$ cat src/rtl/shift_arbiter.sv
// Round-robin arbiter sharing one combinational 32-bit shifter between two requesters,
// each with a valid/ready request channel and a registered one-entry response slot.
module shift_arbiter #(
    parameter int unsigned DATA_W     = 32,
    parameter int unsigned SHAMT_W    = 5,
    parameter int unsigned FIRST_PRIO = 0
) (
    input  logic               clk,
    input  logic               reset,

    input  logic               req0_valid,
    output logic               req0_ready,
    input  logic [DATA_W-1:0]  req0_operand,
    input  logic [SHAMT_W-1:0] req0_shamt,
    input  logic [1:0]         req0_type,
    output logic               rsp0_valid,
    input  logic               rsp0_ready,
    output logic [DATA_W-1:0]  rsp0_result,

    input  logic               req1_valid,
    output logic               req1_ready,
    input  logic [DATA_W-1:0]  req1_operand,
    input  logic [SHAMT_W-1:0] req1_shamt,
    input  logic [1:0]         req1_type,
    output logic               rsp1_valid,
    input  logic               rsp1_ready,
    output logic [DATA_W-1:0]  rsp1_result,

    output logic [DATA_W-1:0]  sh_operand,
    output logic [SHAMT_W-1:0] sh_shamt,
    output logic [1:0]         sh_type,
    input  logic [DATA_W-1:0]  sh_result
);

    typedef enum logic {
        SLOT_EMPTY = 1'b0,
        SLOT_FULL  = 1'b1
    } slot_t;

    localparam logic [1:0] TYPE_SLL  = 2'b00;
    localparam logic [1:0] TYPE_PASS = 2'b11;

    slot_t slot0;
    slot_t slot1;
    logic  last_grant;
    logic  eligible0;
    logic  eligible1;
    logic  grant0;
    logic  grant1;

    // A full slot still counts as free when its consumer drains it this cycle.
    assign eligible0 = req0_valid && ((slot0 == SLOT_EMPTY) || rsp0_ready);
    assign eligible1 = req1_valid && ((slot1 == SLOT_EMPTY) || rsp1_ready);

    always_comb begin
        grant0 = 1'b0;
        grant1 = 1'b0;
        if (!reset) begin
            if (eligible0 && eligible1) begin
                grant0 = last_grant;
                grant1 = !last_grant;
            end else begin
                grant0 = eligible0;
                grant1 = eligible1;
            end
        end
    end

    assign req0_ready = grant0;
    assign req1_ready = grant1;
    assign rsp0_valid = (slot0 == SLOT_FULL);
    assign rsp1_valid = (slot1 == SLOT_FULL);

    // Pass-through requests still occupy the shifter slot but drive a no-op shift.
    always_comb begin
        sh_operand = '0;
        sh_shamt   = '0;
        sh_type    = TYPE_SLL;
        if (grant0) begin
            sh_operand = req0_operand;
            if (req0_type != TYPE_PASS) begin
                sh_shamt = req0_shamt;
                sh_type  = req0_type;
            end
        end else if (grant1) begin
            sh_operand = req1_operand;
            if (req1_type != TYPE_PASS) begin
                sh_shamt = req1_shamt;
                sh_type  = req1_type;
            end
        end
    end

    always_ff @(posedge clk) begin
        if (reset) begin
            last_grant  <= (FIRST_PRIO == 0);
            slot0       <= SLOT_EMPTY;
            slot1       <= SLOT_EMPTY;
            rsp0_result <= '0;
            rsp1_result <= '0;
        end else begin
            if (grant0) begin
                last_grant <= 1'b0;
            end else if (grant1) begin
                last_grant <= 1'b1;
            end

            if (grant0) begin
                slot0       <= SLOT_FULL;
                rsp0_result <= (req0_type == TYPE_PASS) ? req0_operand : sh_result;
            end else if (rsp0_ready) begin
                slot0 <= SLOT_EMPTY;
            end

            if (grant1) begin
                slot1       <= SLOT_FULL;
                rsp1_result <= (req1_type == TYPE_PASS) ? req1_operand : sh_result;
            end else if (rsp1_ready) begin
                slot1 <= SLOT_EMPTY;
            end
        end
    end

endmodule

$ cat config.mk
export PLATFORM = sky130hd
export DESIGN_NAME = shift_arbiter
export DESIGN_NICKNAME = d
export VERILOG_FILES = /design/src/rtl/shift_arbiter.sv
export SDC_FILE = /design/constraint.sdc
export NUM_CORES = 1
export LEC_CHECK = 0
export ABC_AREA = 1
export BUFFER_PORTS_ARGS = -buffer_cell sky130_fd_sc_hd__buf_4
export CORE_MARGIN = 4
export CORE_UTILIZATION = 41
export DETAILED_ROUTE_END_ITERATION = 8
export PLACE_DENSITY = 0.78
export SLEW_MARGIN = 5
export SYNTH_ARGS = -nofsm -noshare
export SYNTH_HDL_FRONTEND = slang
export SYNTH_SLANG_ARGS = --single-unit
$ cat constraint.sdc
create_clock -name clk -period 1.2 [get_ports clk]
set_input_delay 0.06 -clock clk [delete_from_list [all_inputs] [get_ports clk]]
set_output_delay 0.06 -clock clk [all_outputs]
set_load 0.02 [all_outputs]
### Yosys cells after proc, flatten, opt, wreduce, memory -nomap -nowiden

Cells that the tools add are included.
Widths: inputs -> output; s select.

* bits in registers: 67
* bits in latches: 0
* memory bits (writable): 0
* memory bits (read-only): 0
* output and inout bits: 107
* logic and storage cells: 42
* memories kept: 0

* add/sub/neg operators: 0
* $mul: 0
* divide/modulo/power cells: 0
* magnitude comparators: 0
* equal/unequal tests: 4
* shift operators: 0
* multiplexer cells: 22
* bitwise operators: 2
* reductions and logical operators: 9

Operators with widths (count)
* $mux 32: 4
* $mux 5: 4
* $mux 1: 10
* $mux 2: 4
* $reduce_bool 2->1: 3
* $eq 2x2->1 const B: 2
* $ne 2x2->1 const B: 2
* $logic_and 1x1->1: 3
* $logic_or 1x1->1: 2
* $not 1->1: 2
* $logic_not 1->1: 1

### Logic depth before layout (Yosys ltp)

* depth in word-level cells: 8
* gate-level depth with buffers: 9

### Worst setup path after synthesis

No wires, ideal clock.

* kind: register -> output
* start: register slot0 (netlist: rsp0_valid)
* end: output port sh_operand[2]
* arrival time: 1447 ps
* data required time: 1140 ps
* slack: -307 ps
* cell stages (with the launch flop): 6
* path through: dfxtp_1 nand2_2 nand3_1 nand3_2 clkbuf_1 o21ai_0

* longest elaborated chain between the ends: 8
* elaborated cells on any way between the ends: 10
* classes of those cells: mux: 6; bitwise: 1; reduce/logical: 3

RTL lines
* start: declaration: RTL line 43 `slot_t slot0;`
* start signal: assignment: RTL line 97 `slot0 <= SLOT_EMPTY;`
* start signal: assignment: RTL line 109 `slot0 <= SLOT_FULL;`
* start signal: assignment: RTL line 112 `slot0 <= SLOT_EMPTY;`
* $not 1->1 *: RTL line 52 `assign eligible0 = req0_valid && ((slot0 == SLOT_EMPTY) || rsp0_ready);`
* $logic_or 1x1->1 *: RTL line 52
* $logic_and 1x1->1 *: RTL line 52
* $logic_and 1x1->1: RTL line 59 `if (eligible0 && eligible1) begin`
* $mux 1: RTL line 59
* $mux 1: RTL line 58 `if (!reset) begin`
* $mux 32: RTL line 85 `end else if (grant1) begin`
* $mux 32 *: RTL line 79 `if (grant0) begin`
* end: declaration: RTL line 29 `output logic [DATA_W-1:0] sh_operand,`

Every way passes the cells marked *; elsewhere a longest branch is shown, timed or not.

### Worst setup path in the final report

* start: register slot1 (netlist: rsp1_valid)
* end: output port sh_operand[19]

* longest elaborated chain between the ends: 8
* elaborated cells on any way between the ends: 10
* classes of those cells: mux: 6; bitwise: 1; reduce/logical: 3

RTL lines
* start: declaration: RTL line 44 `slot_t slot1;`
* start signal: assignment: RTL line 98 `slot1 <= SLOT_EMPTY;`
* start signal: assignment: RTL line 116 `slot1 <= SLOT_FULL;`
* start signal: assignment: RTL line 119 `slot1 <= SLOT_EMPTY;`
* $not 1->1 *: RTL line 53 `assign eligible1 = req1_valid && ((slot1 == SLOT_EMPTY) || rsp1_ready);`
* $logic_or 1x1->1 *: RTL line 53
* $logic_and 1x1->1 *: RTL line 53
* $logic_and 1x1->1: RTL line 59
* $mux 1: RTL line 59
* $mux 1: RTL line 58
* $mux 32: RTL line 85
* $mux 32 *: RTL line 79

Marked as above.

==> flow_metrics.env <==
export IMPL_status="complete, but fails checks"
export IMPL_violations="negative setup slack"
export IMPL_synth_edf_count=0
export IMPL_synthTopCellsByArea="dfxtp_1 (34%), nand2_1 (19%), nand3_1 (8.8%)"
export IMPL_syn_avg_cell_area_sq_um=6.234
export IMPL_worst_slack_ps=-497.5
export IMPL_drv_slew=0
export IMPL_drv_cap=0
export IMPL_yosys_warnings=0
export IMPL_crit_chain="a21boi_4, nand3_4, buf_12, buf_12, o21ai_4, buf_6"
export IMPL_port_buffers=222
export IMPL_antenna_cells=0
export IMPL_grtUsageTotal_pct=31.28
export IMPL_finalClockSkew_ps=11.37
export IMPL_syn_area_sq_um=3978
export IMPL_setup_viol=107
export IMPL_syn2layout_area_growth_pct=93.30
export IMPL_grt_pass1_vias=5529
export IMPL_wl_met1_um=7366
export IMPL_place_congestion=0.9125
export IMPL_die_x_um=106.5
export IMPL_drive_gt1_share_pct=51.57
export IMPL_ys_ff_latch=67
export IMPL_final_nets=1001
export IMPL_top_layer="met4"
export IMPL_avgRoutedWirePerCell_um=21.10
export IMPL_synth_top_area_share_pct=33.72
export IMPL_crit_path_frequent_cell="buf_12"
export IMPL_die_h_um=106.5
export IMPL_wl_um=21500
export IMPL_yosysMostFrequentCell="nand2_1"
export IMPL_crit_type="register to primary output"
export IMPL_ir_drop_uv=586.6
export IMPL_seq_area_frac_synth_pct=33.72
export IMPL_coreArea_sq_um=9328
export IMPL_dr_wl_met2_um=10350
export IMPL_pin_count=223
export IMPL_wl_met3_um=2332
export IMPL_numCtsBuffers=9
export IMPL_die_area_sq_um=11340
export IMPL_min_period_ps=1698
export IMPL_antenna_found_initial=0
export IMPL_cp_arrival_ps=1640
export IMPL_grt_max_degree=36
export IMPL_h_tree_depth=3
export IMPL_firstDrtPassIters=6
export IMPL_vias_per_cell=5.693
export IMPL_netlist_instances=638
export IMPL_min_path_type="primary input to register"
export IMPL_cpPeakStageDelay_ps=370
export IMPL_drt_initial_drc_count=445
export IMPL_vias=5801
export IMPL_insertion_delay_ps=350
export IMPL_gr_total_overflow=0
export IMPL_power_density_nw_per_um2=1029
export IMPL_max_slew_margin_pct=37.62
export IMPL_initial_utilization_pct=42.64
export IMPL_synth_ff_type="dfxtp_1"
export IMPL_min_period_over_period_pct=141.5
export IMPL_async_flop_share_pct=0
export IMPL_worst_slew_pin_slew_ps=925.9
export IMPL_rsz0062_at_grt="yes"
export IMPL_total_power_mw=7.908
export IMPL_critPathMaxFanout=5
export IMPL_clkTransAtPathRegs_ps=90
export IMPL_p_leak_nw=3.836
export IMPL_synth_common_cells="nand2_1 (204), nand3_1 (70), dfxtp_1 (67)"
export IMPL_tritoncts="built"
export IMPL_dpl_cell_area_sq_um=6210
export IMPL_slowest_stage="dfxtp_4"
export IMPL_finalHoldViolCount=0
export IMPL_synth_top_area_cell="dfxtp_1"
export IMPL_cts_buffer_depth=2
export IMPL_ys_types=24
export IMPL_critPathLaunchType="register"
export IMPL_num_rows=35
export IMPL_fmax_mhz=589.1
export IMPL_cp_end_kind="primary output"
export IMPL_synth_net_count=754
export IMPL_root_buffer="clkbuf_8"
export IMPL_ant_nets=0
export IMPL_drc_errors=0
export IMPL_cp_required_ps=1140
export IMPL_cts_sinks=67
export IMPL_design_area_sq_um=7689
export IMPL_place_hpwl_um=12650
export IMPL_grt_pass1_wl_um=27860
layout make-up:
class                      instances  area (sq um)
timing repair inverter             1         16.27
clock buffer                       9         123.9
clock inverter                     7         125.1
sequential                        67          1349
timing repair buffer             281          2693
inverter                          55         231.5
multi-input combinational        470          2989
tap                              129         161.4
fill                             548          1639
power breakdown:
part | switching (mW) | internal, mW
Clock | 1.00 | 1.40
Combinational | 1.66 | 1.34
Sequential | 0.124 | 2.38
Total | 2.79 | 5.12
cell families after synthesis:
| kind of cell | synth area share (%) |
|---|---|
| AO/OA/AOI/OAI | 16.51 |
| flip-flops | 33.72 |
| buffers and inverters | 12.83 |
| AND/OR/NAND/NOR | 36.93 |
registers in the layout, indices dropped and copies added (netlist names):
register     cells
rsp1_valid       1
rsp0_valid       1
rsp0_result     32
last_grant       1
rsp1_result     32
metal layers:
layer	vias up	GRT usage [%]
li1	2529	-
met4	0	17.53
met5	-	0
met1	2678	34.34
met3	128	8.986
met2	466	53.98
timing repair:
| action | in CTS | in global routing |
|---|---|---|
| pin swaps | 15 | 26 |
| setup endpoints to repair | 99 | 107 |
| gates cloned | 7 | 3 |
| hold buffers | 0 | 0 |
| resized for setup | 135 | 125 |
| setup buffers | 11 | 2 |
worst max-delay path, delay by kind of cell (launching register included):
kind / cells / cell delay, ps
buf+inv: 3 / 440
flops: 1 / 370
compound gates: 2 / 320
simple gates: 1 / 150
through the flow:
stage          worst slack [ps]  std cells  hold WS, ps  util, %  TNS, ps
2_1_floorplan            -12.62        638        266.4        -   -103.7
3_3_place_gp             -73.39        983        398.6    66.57    -2905
3_5_place_dp             -113.2        983        408.1    66.57    -6114
4_1_cts                  -482.2       1017        60.75    76.67   -27370
5_1_grt                  -553.2       1019        85.69    82.43   -32650
6_report                 -497.5       1019        62.34    82.43   -28640
cells in the final DEF (no fill, tap or decap), types with 3 or more instances in the layout:
master,instances
buf_4,206
nor2_4,10
dfxtp_1,65
clkbuf_8,9
nand3_1,58
buf_12,16
nand3_2,11
buf_16,6
nor2_1,45
nand2_1,154
nand3_4,3
buf_6,44
nand2_2,19
nand2_4,35
o21ai_4,26
bufinv_16,3
o21ai_1,14
a21oi_1,8
clkinv_4,3
a21oi_2,25
o21ai_0,34
inv_1,51
clkbuf_16,3
buf_8,6
o21ai_2,10
nor2_2,13
path summary, 6_finish.rpt:
path,cells past startpoint,startpoint,end,slack (ps)
setup / recovery,6,rsp1_valid$_SDFFE_PP0P_,sh_operand[19],-500
hold / removal,5,sh_result[14],rsp1_result[14]$_SDFFE_PP0P_,60
setup reg to reg,9,last_grant$_SDFFE_PP1P_,rsp1_result[30]$_SDFFE_PP0P_,-320
hold reg to reg,2,rsp0_result[3]$_SDFFE_PP0P_,rsp0_result[3]$_SDFFE_PP0P_,480
Note: power is estimated with default switching activity, not from simulation.
